--- config.mk ---
export PLATFORM = sky130hd
export DESIGN_NAME = serial_frame_rx
export DESIGN_NICKNAME = d
export VERILOG_FILES = /design/src/rtl/serial_frame_rx.sv
export SDC_FILE = /design/constraint.sdc
export NUM_CORES = 1
export LEC_CHECK = 0
export CAP_MARGIN = 10
export CORE_MARGIN = 4
export CORE_UTILIZATION = 47
export CTS_CLUSTER_SIZE = 16
export DETAILED_ROUTE_END_ITERATION = 10
export PLACE_DENSITY_LB_ADDON = 0.15
export SETUP_SLACK_MARGIN = 0.05
export SLEW_MARGIN = 10
export SYNTH_ARGS = -nofsm -noshare
export SYNTH_HDL_FRONTEND = slang
export SYNTH_SLANG_ARGS = --single-unit
--- constraint.sdc ---
create_clock -name clk -period 1.39 [get_ports clk]
set_clock_uncertainty 0.05 [all_clocks]
set_input_delay 0.278 -clock clk [delete_from_list [all_inputs] [get_ports clk]]
set_output_delay 0.278 -clock clk [all_outputs]
set_load 0.05 [all_outputs]
--- src/rtl/serial_frame_rx.sv ---
// Serial frame receiver: hunts a sync pattern, deserializes an MSB-first payload,
// checks optional even parity and holds the word in a one-entry valid/ready register.
module serial_frame_rx #(
  parameter int unsigned             DATA_W    = 8,
  parameter int unsigned             SYNC_W    = 4,
  parameter logic [SYNC_W-1:0]       SYNC_PAT  = 4'b1011,
  parameter bit                      PARITY_EN = 1'b1
) (
  input  logic              clk,
  input  logic              reset,
  input  logic              bit_in,
  input  logic              bit_en,
  output logic [DATA_W-1:0] data_out,
  output logic              data_valid,
  input  logic              data_ready,
  output logic              parity_err,
  output logic              overrun,
  output logic              sync_lock
);

  localparam int unsigned HIST_W = SYNC_W - 1;
  localparam int unsigned CNT_W  = $clog2(DATA_W + 1);
  localparam logic [CNT_W-1:0] LAST_BIT = CNT_W'(DATA_W - 1);

  typedef enum logic [1:0] {HUNT, DATA, PARITY} state_t;

  state_t              state, state_n;
  logic [HIST_W-1:0]   hist, hist_n;
  logic [CNT_W-1:0]    cnt, cnt_n;
  logic [DATA_W-1:0]   payload, payload_n;
  logic [DATA_W-1:0]   data_out_n;
  logic                data_valid_n, parity_err_n, overrun_n, sync_lock_n;
  logic                done;
  logic [DATA_W-1:0]   word;
  logic                word_perr;

  // State and output registers
  always_ff @(posedge clk or posedge reset) begin
    if (reset) begin
      state      <= HUNT;
      hist       <= '0;
      cnt        <= '0;
      payload    <= '0;
      data_out   <= '0;
      data_valid <= 1'b0;
      parity_err <= 1'b0;
      overrun    <= 1'b0;
      sync_lock  <= 1'b0;
    end else begin
      state      <= state_n;
      hist       <= hist_n;
      cnt        <= cnt_n;
      payload    <= payload_n;
      data_out   <= data_out_n;
      data_valid <= data_valid_n;
      parity_err <= parity_err_n;
      overrun    <= overrun_n;
      sync_lock  <= sync_lock_n;
    end
  end

  // Next-state, frame assembly and output handshake
  always_comb begin
    state_n      = state;
    hist_n       = hist;
    cnt_n        = cnt;
    payload_n    = payload;
    data_out_n   = data_out;
    data_valid_n = data_valid;
    parity_err_n = parity_err;
    overrun_n    = 1'b0;
    done         = 1'b0;
    word         = payload;
    word_perr    = 1'b0;

    if (data_valid && data_ready) data_valid_n = 1'b0;

    if (bit_en) begin
      case (state)
        HUNT: begin
          // hist keeps the last SYNC_W-1 bits; the window slides so overlaps are found
          hist_n = HIST_W'({hist, bit_in});
          if ({hist, bit_in} == SYNC_PAT) begin
            state_n = DATA;
            cnt_n   = '0;
          end
        end
        DATA: begin
          payload_n = {payload[DATA_W-2:0], bit_in};
          cnt_n     = cnt + CNT_W'(1);
          if (cnt == LAST_BIT) begin
            cnt_n = '0;
            if (PARITY_EN) begin
              state_n = PARITY;
            end else begin
              done = 1'b0 | 1'b1;
              word = payload_n;
            end
          end
        end
        PARITY: begin
          done      = 1'b1;
          word      = payload;
          word_perr = PARITY_EN & ((^payload) ^ bit_in);
        end
        default: state_n = HUNT;
      endcase
    end

    // Completion: next sync must be built from fresh bits
    if (done) begin
      state_n = HUNT;
      hist_n  = '0;
      if (!data_valid || data_ready) begin
        data_out_n   = word;
        parity_err_n = word_perr;
        data_valid_n = 1'b1;
      end else begin
        overrun_n = 1'b1;
      end
    end

    sync_lock_n = (state_n == DATA) || (state_n == PARITY);
  end

endmodule

==> reports/summary.txt <==
Status = complete, but fails checks
Failing checks = negative setup slack
Worst-margin pin slew = 0.2806 ns
Reg2reg start = payload[3]$_DFFE_PP0P_
Area growth from synthesis to layout = 56.60%
Post-route cell area = 1973 um^2
DRT Pass-1 Iters = 4
Startpoint Class = flip-flop
Post-synth top cells = 29 x dfrtp_1, 16 x mux2_2, 13 x nand2_1
CP max stage delay = 0.43 ns
Max Slew Vio Count = 0
Layout cells sized above 1 = 0.5170
WP data arrival = 1.73 ns
Dpl ws = -0.5727 ns
Die Ht = 59.78 um
Num Clock Sinks = 29
CP max stage cell = xnor3_1
Fmax = 641.1 MHz
Count of final hold-check violations = 0
RSZ-0062 raised after global routing = yes
Post-route setup TNS = -0.1736 ns
CTS tree = yes
Top-count cell post-synth = dfrtp_1
Post-DP HPWL = 1.761 mm
Routed WL = 2.596 mm
Mux cell area share after synthesis = 0.1629
Pwr dens = 2279 nW/um^2
Syn avg cell area = 12.35 um^2
Worst path required time = 1.56 ns
Initial antenna violation count = 0
Asr flop ratio synth = 1.000
Max clock buf depth = 2
Seq/Total Area, Yosys = 0.5760
Crit Path Class = reg2reg
Pin count of the biggest net entering global routing = 25
Post-route ant nets = 0
Setup violations, final = 2
Yosys cell types = 27
Share of the synthesized area in the top cell type = 0.5760
Mapped cell area = 1260 um^2
Critical Path Sink Type = flip-flop
First-pass GRT wire length = 4.650 mm
Adder-cell share of the synthesized area = 0.009930
Core Rows = 18
Seq cells post-synth = 29
Fin crit period = 1.560 ns
Drt wl/cell = 14.67 um
Syn_nets = 108
All-Layer GR Usage = 0.1818
Fin nets = 152
Die ar. = 3573 um^2
Synth Area in Simple Gates = 0.1142
Leading area contributor after synthesis = dfrtp_1
R2R cell count = 4
Buf/Inv on CP = 0
DRC violations left = 0
Diodes inserted = 0
Multi-input logic area = 620.6 um^2
Tcrit/Tclk final = 1.122
Tot Pwr = 4497 uW
Clock latency on the worst-skew pair = 0.33 ns
FF-to-FF setup slack = -0.17 ns
CP delay by family, top = XOR/XNOR gates
CP cell instances = xnor2_2, xnor3_1, xnor2_1, mux2_4
Max Cap Viol = 0
Reg clk slew, reported paths = 0.09 ns
Area contributors post-synth = dfrtp_1 58%, mux2_2 14%, nand2_1 3.9%, xnor2_1 3.5%, nor2b_1 2.5%
Largest family of logic cells by synthesized area = multiplexers
Post-synthesis compound-gate area fraction = 0.05660
Fill cell count = 153
CTS buffer count = 5
Synth Area in XOR/XNOR = 0.05958
CTS H-Tree Depth = 2
Core ar. = 2522 um^2
Static leakage = 0.0009488 uW
Via count = 908
Crit-path max FO = 2
Vias in the first global route = 975
Slew margin rel. = 0.8127
Vias per cell = 5.130
Synthesized instance count = 102
Port bufs = 16
I/O Pins = 17
Ys flop type = dfrtp_1
Hold_buf cts = 0
Initial drt markers = 8
Reg-to-reg critical path endpoint = parity_err$_DFFE_PP0P_
Number of synthesized flops with an enable pin = 0
Worst hold margin = 0.1345 ns
Die W = 59.78 um
Initial Util = 0.4995
Gr ovfl total = 0
Seq. cell area = 729.5 um^2
CTS root buffer = clkbuf_4
Worst VDD drop = 0.001920 V
Ys Warns = 0
Post-Place Cell Area = 1704 um^2
Hold Path Class = in2async
Placer congestion estimate = 0.8154
Final worst slack = -0.1699 ns
## what timing repair did
| action | 4_1_cts | 5_1_grt |
|---|---|---|
| pin swaps | 7 | 5 |
| gates resized for setup | 24 | 12 |
| hold endpoints to repair | 0 | 0 |
| buffers inserted | 6 | 1 |
| cloned | 2 | 0 |
| endpoints found under the setup margin | 17 | 23 |
## routing by layer
metal / part of all wire / GRT usage / vias to the layer above / routed length, um
li1: - / - / 442 / -
met1: 0.44 / 0.2275 / 441 / 1131
met2: 0.50 / 0.2716 / 17 / 1289
met3: 0.043 / 0.05832 / 8 / 111
met4: 0.025 / 0.1108 / 0 / 64
met5: 0 / 0 / - / 0
## worst max path at each step
stage                           startpoint                     end  slack (ns)  depth (start not counted)
floorplan           payload[5]$_DFFE_PP0P_  parity_err$_DFFE_PP0P_       -0.07                          4
global placement                    bit_in  parity_err$_DFFE_PP0P_       -0.47                          5
detailed placement                  bit_in  parity_err$_DFFE_PP0P_       -0.57                          5
CTS                 payload[3]$_DFFE_PP0P_  parity_err$_DFFE_PP0P_       -0.20                          4
global route        payload[5]$_DFFE_PP0P_  parity_err$_DFFE_PP0P_       -0.24                          4
finish              payload[3]$_DFFE_PP0P_  parity_err$_DFFE_PP0P_       -0.17                          4
## per-stage QoR
step,instances,utilization
2_1_floorplan,102,-
3_3_place_gp,160,0.6756
3_5_place_dp,160,0.6756
4_1_cts,176,0.7624
5_1_grt,177,0.7822
6_report,177,0.7822
## registers in the layout (all words and copies together), names as in the netlist
signal / count
cnt: 4
data_out: 8
data_valid: 1
hist: 3
overrun: 1
parity_err: 1
payload: 8
state: 2
sync_lock: 1
## layout by cell type (no fill, tap or decap), types with 3 or more instances in the layout
cell | synthesis | routed
mux2_2 | 16 | 4
buf_6 | 0 | 4
nor2b_4 | 0 | 3
nor2_1 | 3 | 3
buf_4 | 0 | 17
buf_12 | 0 | 14
dfrtp_1 | 29 | 26
dfrtp_2 | 0 | 3
clkbuf_4 | 0 | 5
clkdlybuf4s50_1 | 0 | 3
o21ai_0 | 4 | 4
nand2_1 | 13 | 12
mux2_4 | 1 | 13
xnor2_1 | 5 | 3
## worst reg2reg max path: stages (launching register included)
cell     delay, ns
dfrtp_1       0.41
xnor2_2       0.18
xnor3_1       0.43
xnor2_1       0.14
mux2_4        0.25
## where the power goes
part,total [uW],internal [uW],switching [uW]
registers,1540,1180,352
clock network,486,190,296
logic,2480,1490,988
## logic make-up after synthesis
group | after synthesis
fa+ha+maj | 1
compound gates | 11
xor+xnor | 7
flops | 29
mux | 18
buf+inv | 6
simple gates | 30
## layout make-up
| class | count | area share |
|---|---|---|
| Timing Repair Buffer | 40 | 0.2632 |
| Sequential cell | 29 | 0.3697 |
| Multi-Input combinational cell | 67 | 0.3145 |
| Inverter | 3 | 0.005707 |
| Clock buffer | 5 | 0.01902 |
| Tap cell | 30 | 0.01902 |
| Clock inverter | 3 | 0.008878 |
No activity file was read; power rests on OpenSTA's default activity.
